`src/rtl/fifo_wr_arbiter.sv`:
```
// Round-robin write arbiter and pointer/flag controller for a shared external FIFO array.
// The array writes on the clock edge and reads combinationally at b_rptr.
module fifo_wr_arbiter #(
  parameter int unsigned DEPTH      = 8,
  parameter int unsigned DATA_WIDTH = 8,
  parameter int unsigned PTR_WIDTH  = 3,
  parameter int unsigned N_REQ      = 4
) (
  input  logic                          clk,
  input  logic                          rst_n,
  input  logic [N_REQ-1:0]              req_valid,
  input  logic [N_REQ*DATA_WIDTH-1:0]   req_data,
  output logic [N_REQ-1:0]              req_ready,
  input  logic                          r_en,
  output logic [DATA_WIDTH-1:0]         rd_data,
  output logic                          rd_valid,
  output logic                          w_en,
  output logic [PTR_WIDTH:0]            b_wptr,
  output logic [PTR_WIDTH:0]            b_rptr,
  output logic [DATA_WIDTH-1:0]         mem_wdata,
  input  logic [DATA_WIDTH-1:0]         mem_rdata,
  output logic                          full,
  output logic                          empty,
  output logic [PTR_WIDTH:0]            count,
  output logic [$clog2(N_REQ)-1:0]      last_src,
  output logic                          underflow_err
);

  localparam int unsigned PW    = PTR_WIDTH + 1;
  localparam int unsigned SRC_W = $clog2(N_REQ);

  logic [PW-1:0]    wptr_q, wptr_d;
  logic [PW-1:0]    rptr_q, rptr_d;
  logic [SRC_W-1:0] prio_q, prio_d;
  logic [SRC_W-1:0] last_q, last_d;
  logic             uflow_q, uflow_d;

  logic [SRC_W-1:0] cand;
  logic [SRC_W-1:0] gnt_idx;
  logic             gnt_valid;
  logic             accept;

  // Status comes from the registered pointers only.
  assign count    = wptr_q - rptr_q;
  assign empty    = (wptr_q == rptr_q);
  assign full     = (count == PW'(DEPTH));
  assign rd_valid = !empty;
  assign rd_data  = mem_rdata;

  assign b_wptr        = wptr_q;
  assign b_rptr        = rptr_q;
  assign last_src      = last_q;
  assign underflow_err = uflow_q;

  // Search from the priority index, wrapping modulo N_REQ; first valid requester wins.
  always_comb begin
    gnt_valid = 1'b0;
    gnt_idx   = '0;
    cand      = '0;
    for (int unsigned k = 0; k < N_REQ; k++) begin
      cand = SRC_W'((32'(prio_q) + k) % N_REQ);
      if (!gnt_valid && req_valid[cand]) begin
        gnt_valid = 1'b1;
        gnt_idx   = cand;
      end
    end
    accept = gnt_valid && !full && rst_n;
  end

  assign req_ready = accept ? (N_REQ'(1) << gnt_idx) : '0;
  assign w_en      = accept;
  assign mem_wdata = req_data[gnt_idx*DATA_WIDTH +: DATA_WIDTH];

  always_comb begin
    wptr_d  = wptr_q;
    rptr_d  = rptr_q;
    prio_d  = prio_q;
    last_d  = last_q;
    uflow_d = uflow_q;
    if (accept) begin
      wptr_d = wptr_q + PW'(1);
      prio_d = (gnt_idx == SRC_W'(N_REQ - 1)) ? '0 : gnt_idx + SRC_W'(1);
      last_d = gnt_idx;
    end
    // A pop on an empty FIFO is dropped and latched as an error.
    if (r_en) begin
      if (!empty) rptr_d  = rptr_q + PW'(1);
      else        uflow_d = 1'b1;
    end
  end

  always_ff @(posedge clk or negedge rst_n) begin
    if (!rst_n) begin
      wptr_q  <= '0;
      rptr_q  <= '0;
      prio_q  <= '0;
      last_q  <= '0;
      uflow_q <= 1'b0;
    end else begin
      wptr_q  <= wptr_d;
      rptr_q  <= rptr_d;
      prio_q  <= prio_d;
      last_q  <= last_d;
      uflow_q <= uflow_d;
    end
  end

endmodule
```
`config.mk`:
```
export PLATFORM = sky130hd
export DESIGN_NAME = fifo_wr_arbiter
export DESIGN_NICKNAME = d
export VERILOG_FILES = /design/src/rtl/fifo_wr_arbiter.sv
export SDC_FILE = /design/constraint.sdc
export NUM_CORES = 1
export LEC_CHECK = 0
export CAP_MARGIN = 25
export CORE_UTILIZATION = 29
export DETAILED_ROUTE_END_ITERATION = 10
export GPL_TIMING_DRIVEN = 0
export PLACE_DENSITY = 0.74
export SYNTH_ARGS = -nofsm -noshare
export SYNTH_HDL_FRONTEND = slang
export SYNTH_SLANG_ARGS = --single-unit
```
`constraint.sdc`:
```
create_clock -name clk -period 5.25 [get_ports clk]
set_clock_uncertainty 0.05 [all_clocks]
set_input_delay 1.3125 -clock clk [delete_from_list [all_inputs] [get_ports clk]]
set_output_delay 1.3125 -clock clk [all_outputs]
set_load 0.05 [all_outputs]
```
* Word level (Yosys, flattened, before mapping)
Index checks and enable logic that the tools add are counted.
** Word-level totals
- Output and inout bits :: 39
- Input bits :: 47
- Logic and storage cells :: 52
- Register bits :: 13
** Operators by class
- Reductions and logical operators :: 12
- $lt $le $gt $ge :: 4
- Eq/ne operators :: 3
- Multiplexer cells :: 18
- Shifts and indexed selects :: 2
- Bitwise logic cells :: 1
- Add/subtract/negate cells :: 7
** Operator list (number)
- 32-bit by 6-bit indexed part select with 8-bit output :: 1
- 2-bit by 3-bit less-than comparator with 1-bit output, second input constant :: 4
- 2-bit two-way mux :: 5
- 4-bit by 1-bit adder with 4-bit output, second input constant :: 2
- 1-bit binary-select mux with 2-bit select :: 4
- 1-bit two-way mux :: 8
- 1-bit logical AND :: 5
- 1-bit logical NOT :: 5
- 2-bit by 1-bit adder with 2-bit output, second input constant :: 2
- 2-bit adder, second input constant :: 2
- 4-bit equality test :: 1
- 4-bit equality test, second input constant :: 1
- 4-bit two-way mux :: 1
- 2-bit AND reduction :: 2
- 1-bit by 2-bit left shift with 4-bit output, first input constant :: 1
- 4-bit subtractor :: 1
- 2-bit equality test, second input constant :: 1
- 1-bit NOT :: 1

* Logic depth before layout (Yosys ltp)
Gate-level depths: netlist of the first run.
- Word-level depth :: 15
- Depth in mapped cells :: 10

* Worst setup path before layout of the first run
Ideal clock, no wire load.
- Path type :: register -> output
- Start point :: register rptr_q[0], in the netlist b_rptr[0]
- End point :: output port req_ready[0]
- Arrival time :: 3202 ps
- Cell stages (with the launch flop) :: 9
- Setup slack :: 686 ps
- Path through :: dfrtp_1 ha_1 inv_1 fa_1 xor2_1 nor3_1 a31oi_4 buf_6 and2_2
** On the way
- Word-level cells in the longest chain between the ends :: 6
** Ends and longest elaborated chain
- start: declaration :: RTL line 33 : logic [PW-1:0] rptr_q, rptr_d;
- start signal: assignment :: RTL line 101 : rptr_q <= rptr_d;
- 4-bit subtractor :: RTL line 44 : assign count = wptr_q - rptr_q;
- via count[2] :: RTL line 24 : output logic [PTR_WIDTH:0] count,
- 4-bit equality test :: RTL line 46 : assign full = (count == PW'(DEPTH));
- 1-bit logical NOT :: RTL line 67 : accept = gnt_valid && !full && rst_n;
- 1-bit logical AND (2 in a row) :: RTL line 67
- via w_en :: RTL line 17 : output logic w_en,
- 4-bit two-way mux :: RTL line 70 : assign req_ready = accept ? (N_REQ'(1) << gnt_idx) : '0;
- end: declaration :: RTL line 13 : output logic [N_REQ-1:0] req_ready,
The timed path passes the listed nets, and every way through them passes these cells.

* Worst setup path in the final report of the first run
- Start point :: input port req_valid[3]
- End point :: output port req_ready[0]
** On the way
- Elaborated cells between the ends (all ways) :: 26
- Those cells by class :: 1 x shift; 17 x mux; 8 x reduce/logical
** RTL lines
- start: declaration :: RTL line 11 : input logic [N_REQ-1:0] req_valid,
- 1-bit binary-select mux with 2-bit select :: RTL line 62 : if (!gnt_valid && req_valid[cand]) begin
- 1-bit two-way mux (implied by the code) :: RTL line 62
- 1-bit two-way mux :: RTL line 62
- 1-bit logical NOT :: RTL line 62
- 1-bit logical AND :: RTL line 62
- 1-bit two-way mux :: RTL line 62
- 1-bit logical NOT :: RTL line 62
- 1-bit logical AND :: RTL line 62
- 1-bit two-way mux :: RTL line 62
- 1-bit logical NOT :: RTL line 62
- 1-bit logical AND :: RTL line 62
- 2-bit two-way mux (*) :: RTL line 62
- via gnt_idx[0] :: RTL line 39 : logic [SRC_W-1:0] gnt_idx;
- 1-bit by 2-bit left shift with 4-bit output (*) :: RTL line 70
- 4-bit two-way mux (*) :: RTL line 70
The timed path passes the listed nets; every way through them passes the cells marked *. The select of a mux whose other input is x is not followed.

==> impl_metrics.py, run 1 <==
metrics = {
    "detailed_routing": {
        "drc": 0,
        "drt-total-wl_um": 3090,
        "vias_per_cell": 4.46,
        "first_pass_iters": 4,
        "num_vias": 1092,
        "ant_nets": 0,
        "drtIter0Drc": 31,
        "wl_per_cell_um": 12.6,
    },
    "floorplan": {
        "ioPinCount": 86,
        "dieHeight_um": 66.5,
        "die_area_um2": 4420,
        "initial_utilization_pct": 30.2,
        "core-area_um2": 4000,
        "num_rows": 23,
        "chipWidth_um": 66.5,
    },
    "logic_synthesis": {
        "synth_area_per_cell_um2": 10.6,
        "syn_area_um2": 1210,
        "yosys.cell_types.count": 32,
        "synth_area_leaders": "dfrtp_1 (27%), mux2i_1 (21%), ha_1 (9.3%), buf_4 (5.6%), mux2_2 (4.7%)",
        "yosys_warnings": 0,
        "synth-seq-cells": 13,
        "synth_fp_nets": 171,
        "netlist_instances": 114,
        "ys_seq_area_share_pct": 27.0,
        "synth_top_area_cell": "dfrtp_1",
        "yosysTopAreaCellShare_pct": 27.0,
    },
    "worst_setup_path": {
        "cp.required_ps": 3890,
        "path_class": "in2out",
        "critPathLaunchType": "primary input",
        "cp_top_family": "buffers and inverters",
        "end_kind": "output port",
        "crit_buf_inv": 4,
        "cp.arrival_ps": 3660,
        "cp_max_fo": 11,
        "slowest_stage": "clkdlybuf4s50_1",
        "cp_cell_sequence": "clkdlybuf4s50_1, mux2i_1, a221oi_2, buf_2, inv_1, ha_1, and2_2, dlygate4sd2_1",
        "crit_path_max_incr_delay_ps": 570,
    },
    "sta": {
        "drv_slew": 0,
        "timing.hold.ws_ps": 400,
        "fin_crit_sh_pct": 95.7,
        "rsz0062_at_grt": "no",
        "fmax_mhz": 199,
        "setup_viol": 0,
        "hold_violations": 0,
        "tightest_slew_ps": 642,
        "slew_headroom_pct": 57.2,
        "fin_crit_ps": 5030,
    },
    "global_route": {
        "grt_pass1_vias": 1025,
        "grt_overflow": 0,
        "grt_usage_pct": 14.1,
        "antenna_found_initial": 0,
        "grt_max_degree": 15,
        "grt_pass1_wl_um": 4740,
    },
    "finish": {
        "area_growth_pct": 74.6,
        "layout-drive-gt1-share_pct": 15.9,
        "seq_area_um2": 325,
        "fill_cells": 393,
        "diodes": 0,
        "nNetsFinal": 253,
        "multi_input_area_um2": 773,
    },
    "clock_tree": {
        "clockBufferDepth": 2,
        "cts_tree": "built",
        "cts_max_level": 1,
        "numCtsBuffers": 3,
        "clock-sinks": 13,
        "root_buffer": "clkbuf_8",
        "clk_pin_slew_ps": 50,
        "clk_latency_ps": 240,
    },
    "placement": {
        "numPortBuffers": 77,
        "gp_congestion": 0.779,
        "place_hpwl_um": 2470,
    },
    "run": {
        "max_cap_viol_count": 0,
    },
    "hold_path": {
        "hold_path_class": "reg2reg",
    },
    "outcome": {
        "status": "completed",
    },
}
cells in the final DEF, fill, tap and decap left out, types with 2 or more instances in the layout:
master	count
a21oi_1	2
nand3_1	2
nor2_1	4
xnor2_1	6
clkbuf_8	3
and2_2	5
dfrtp_1	13
ha_1	9
dlygate4sd2_1	4
inv_1	8
mux2i_1	25
dlymetal6s2s_1	8
nand2_1	3
mux2_2	5
a21o_1	2
xor2_1	3
clkdlybuf4s50_1	65
buf_4	9
synthesized netlist by cell type:
| cell | number |
|---|---|
| nand3_1 | 2 |
| and3b_1 | 1 |
| nor2b_1 | 1 |
| a221oi_1 | 1 |
| inv_1 | 8 |
| mux2i_1 | 25 |
| buf_2 | 1 |
| mux2_2 | 5 |
| xor2_1 | 3 |
| nand2_1 | 3 |
| nor2_4 | 1 |
| a21oi_1 | 2 |
| and3_2 | 1 |
| o41ai_1 | 1 |
| nand4_4 | 1 |
| buf_4 | 9 |
| fa_1 | 1 |
| a2111oi_2 | 1 |
| a31oi_4 | 1 |
| nand2b_1 | 1 |
| nor3_1 | 1 |
| dfrtp_1 | 13 |
| or3_1 | 1 |
| a21o_1 | 2 |
| nor2_1 | 4 |
| xnor2_1 | 6 |
| nor3b_1 | 1 |
| buf_6 | 1 |
| and2_2 | 5 |
| ha_1 | 9 |
| o21ai_0 | 1 |
| or3_4 | 1 |
worst paths after layout:
check	start	end	slack [ps]	cells past startpoint
max reg2reg	b_wptr[0]	b_wptr[3]	2830	10
min reg2reg	underflow_err	underflow_err	400	1
max in group asynchronous	rst_n	b_wptr[1]	3580	1
min in group asynchronous	rst_n	b_rptr[2]	1150	1
min	underflow_err	underflow_err	400	1
max	req_valid[3]	req_ready[0]	220	8
final cells by class:
class	count	share of cell area (%)
tap	50	2.97
buffer	11	3.98
clock buffer	4	2.14
inverter	8	1.43
timing repair buffer	77	37.3
sequential	13	15.4
multi-input combinational	82	36.7
metal layers:
layer	part of all wire, %	wire [µm]	global-route usage (%)	vias to the layer above
li1	-	-	-	553
met1	43	1310	17.4	500
met2	51	1590	24.6	37
met3	5.3	165	3.25	2
met4	0.62	19	3.19	0
met5	0	0	0	-
metrics by stage:
step,instance area [µm²],utilization (%),worst slack (ps),TNS [ps],cells
2_1_floorplan,1210,-,686,0,114
3_3_place_gp,2040,51.0,-149,-596,241
3_5_place_dp,2040,51.0,-183,-864,241
4_1_cts,2090,52.1,11.4,0,245
5_1_grt,2110,52.6,84.1,0,245
6_report,2110,52.6,223,0,245
cells by family after synthesis:
logic type / share of synthesized area, %
mux: 25.4
simple gates: 13.7
buf+inv: 9.44
flops: 27.0
fa+ha+maj: 11.0
compound gates: 6.95
xor+xnor: 6.54
state kept, by name, indices dropped and copies added, names as in the netlist:
signal	flops
b_rptr	4
b_wptr	4
last_src	2
prio_q	2
underflow_err	1
repair_timing:
action	CTS	global route
gates resized for setup	5	8
hold endpoints to repair	0	0
setup buffers	0	0
endpoints found under the setup margin	11	8
hold buffers	0	0
Power of run 1 is left out: the tool's default activity adds up to more than one toggle a clock period on the data nets, which glitch-free logic cannot reach.
==> run 2, diff against run 1 <==
--- a/config.mk
+++ b/config.mk
@@ -6,6 +6,7 @@
 export NUM_CORES = 1
 export LEC_CHECK = 0
 export CAP_MARGIN = 25
+export CORE_MARGIN = 10
 export CORE_UTILIZATION = 29
 export DETAILED_ROUTE_END_ITERATION = 10
 export GPL_TIMING_DRIVEN = 0
==> impl_metrics.py, run 2 (synthesis gave the netlist of run 1 again) <==
metrics = {
    "hold_path": {
        "min_to": "underflow_err",
        "hold_path_class": "reg2reg",
        "hold_start": "underflow_err",
        "hold_path_depth": 1,
    },
    "floorplan": {
        "core-area_um2": 4000,
        "dieHeight_um": 84.5,
        "ioPinCount": 86,
        "initial_utilization_pct": 30.2,
        "chipWidth_um": 84.5,
        "die_area_um2": 7140,
        "num_rows": 23,
    },
    "clock_tree": {
        "cts_max_level": 1,
        "clk_latency_ps": 240,
        "clock-sinks": 13,
        "postCtsSetupBuffers": 0,
        "clk_pin_slew_ps": 60,
        "numCtsBuffers": 3,
        "postCtsHoldBufs": 0,
        "cts_tree": "built",
        "root_buffer": "clkbuf_8",
        "clockBufferDepth": 2,
    },
    "finish": {
        "area_growth_pct": 73.7,
        "fin_area_um2": 2090,
        "nNetsFinal": 253,
        "layout-drive-gt1-share_pct": 15.4,
        "layout_commonest_cell": "clkdlybuf4s50_1",
        "mostFrequentLayoutCells": "clkdlybuf4s50_1 (65), mux2i_1 (25), dfrtp_1 (13)",
        "diodes": 0,
    },
    "placement": {
        "numPortBuffers": 77,
        "gp_congestion": 0.718,
        "place_hpwl_um": 3240,
        "place_ws_ps": -107,
        "dpl-instance-area_um2": 2040,
    },
    "worst_setup_path": {
        "r2r_end": "b_wptr[3]",
        "cp_cell_sequence": "clkdlybuf4s50_1, mux2i_1, a221oi_1, buf_4, inv_1, ha_1, and2_2, dlygate4sd2_1",
        "crit_path_max_incr_delay_ps": 560,
        "crit_buf_inv": 4,
        "r2r_start": "b_wptr[0]",
        "slowest_stage": "clkdlybuf4s50_1",
        "cp_top_family": "buffers and inverters",
        "reg2reg_depth": 10,
        "path_class": "in2out",
        "r2r_slack_ps": 2850,
        "cp.required_ps": 3890,
        "critPathLaunchType": "primary input",
        "end_kind": "output port",
        "cp_max_fo": 11,
        "cp.depth": 8,
        "cp.arrival_ps": 3630,
    },
    "sta": {
        "setup_viol": 0,
        "fmax_mhz": 200,
        "rsz0062_at_grt": "no",
        "hold_violations": 0,
        "fin_crit_ps": 4990,
        "fin_crit_sh_pct": 95.0,
        "tightest_slew_ps": 627,
        "slew_headroom_pct": 58.2,
        "setup_ws_ps": 262,
        "drv_slew": 0,
    },
    "run": {
        "max_cap_viol_count": 0,
    },
    "detailed_routing": {
        "drtIter0Drc": 73,
        "num_vias": 1099,
        "vias_per_cell": 4.49,
        "ant_nets": 0,
        "drc": 0,
        "wl_per_cell_um": 15.3,
        "drt-total-wl_um": 3750,
        "first_pass_iters": 4,
    },
    "global_route": {
        "grt_overflow": 0,
        "grt_pass1_vias": 1136,
        "grt_usage_pct": 10.1,
        "antenna_found_initial": 0,
        "grt_pass1_wl_um": 5970,
        "grt_max_degree": 15,
    },
    "outcome": {
        "status": "completed",
    },
}
-- run 2: what timing repair did --
action / 4_1_cts / 5_1_grt
gates cloned: 0 / 0
gates resized for setup: 7 / 6
setup endpoints to repair: 11 / 6
-- run 2: area by class of cell --
type                       count  area (µm²)
buffer                        11        86.3
timing repair buffer          77         778
sequential                    13         325
tap                           50        62.6
clock buffer                   4        45.0
inverter                       8        30.0
fill                         375        1910
multi-input combinational     82         767
-- run 2: layer usage --
layer / GRT usage [%] / share of wire [%] / vias up
li1: - / - / 553
met1: 11.0 / 36 / 521
met2: 18.2 / 58 / 23
met3: 3.19 / 5.2 / 2
met4: 3.14 / 0.80 / 0
met5: 0 / 0 / -
-- run 2: how the worst max path moves through the flow --
stage / startpoint / endpoint / slack (ps)
floorplan: b_rptr[0] / req_ready[0] / 690
global placement: req_valid[3] / req_ready[0] / -170
detailed placement: req_valid[3] / req_ready[2] / -110
CTS: req_valid[1] / mem_wdata[0] / 20
global route: req_valid[1] / mem_wdata[2] / 90
finish: req_valid[3] / req_ready[0] / 260
-- run 2: per-stage QoR --
step / hold WS [ps] / utilization [%] / setup TNS (ps) / cells
5_1_grt: 441 / 52.4 / 0 / 245
3_3_place_gp: 400 / 51.0 / -942 / 241
3_5_place_dp: 398 / 51.0 / -377 / 241
6_report: 410 / 52.4 / 0 / 245
4_1_cts: 410 / 52.0 / 0 / 245
2_1_floorplan: 481 / - / 0 / 114
Power of run 2 is left out for the same reason.
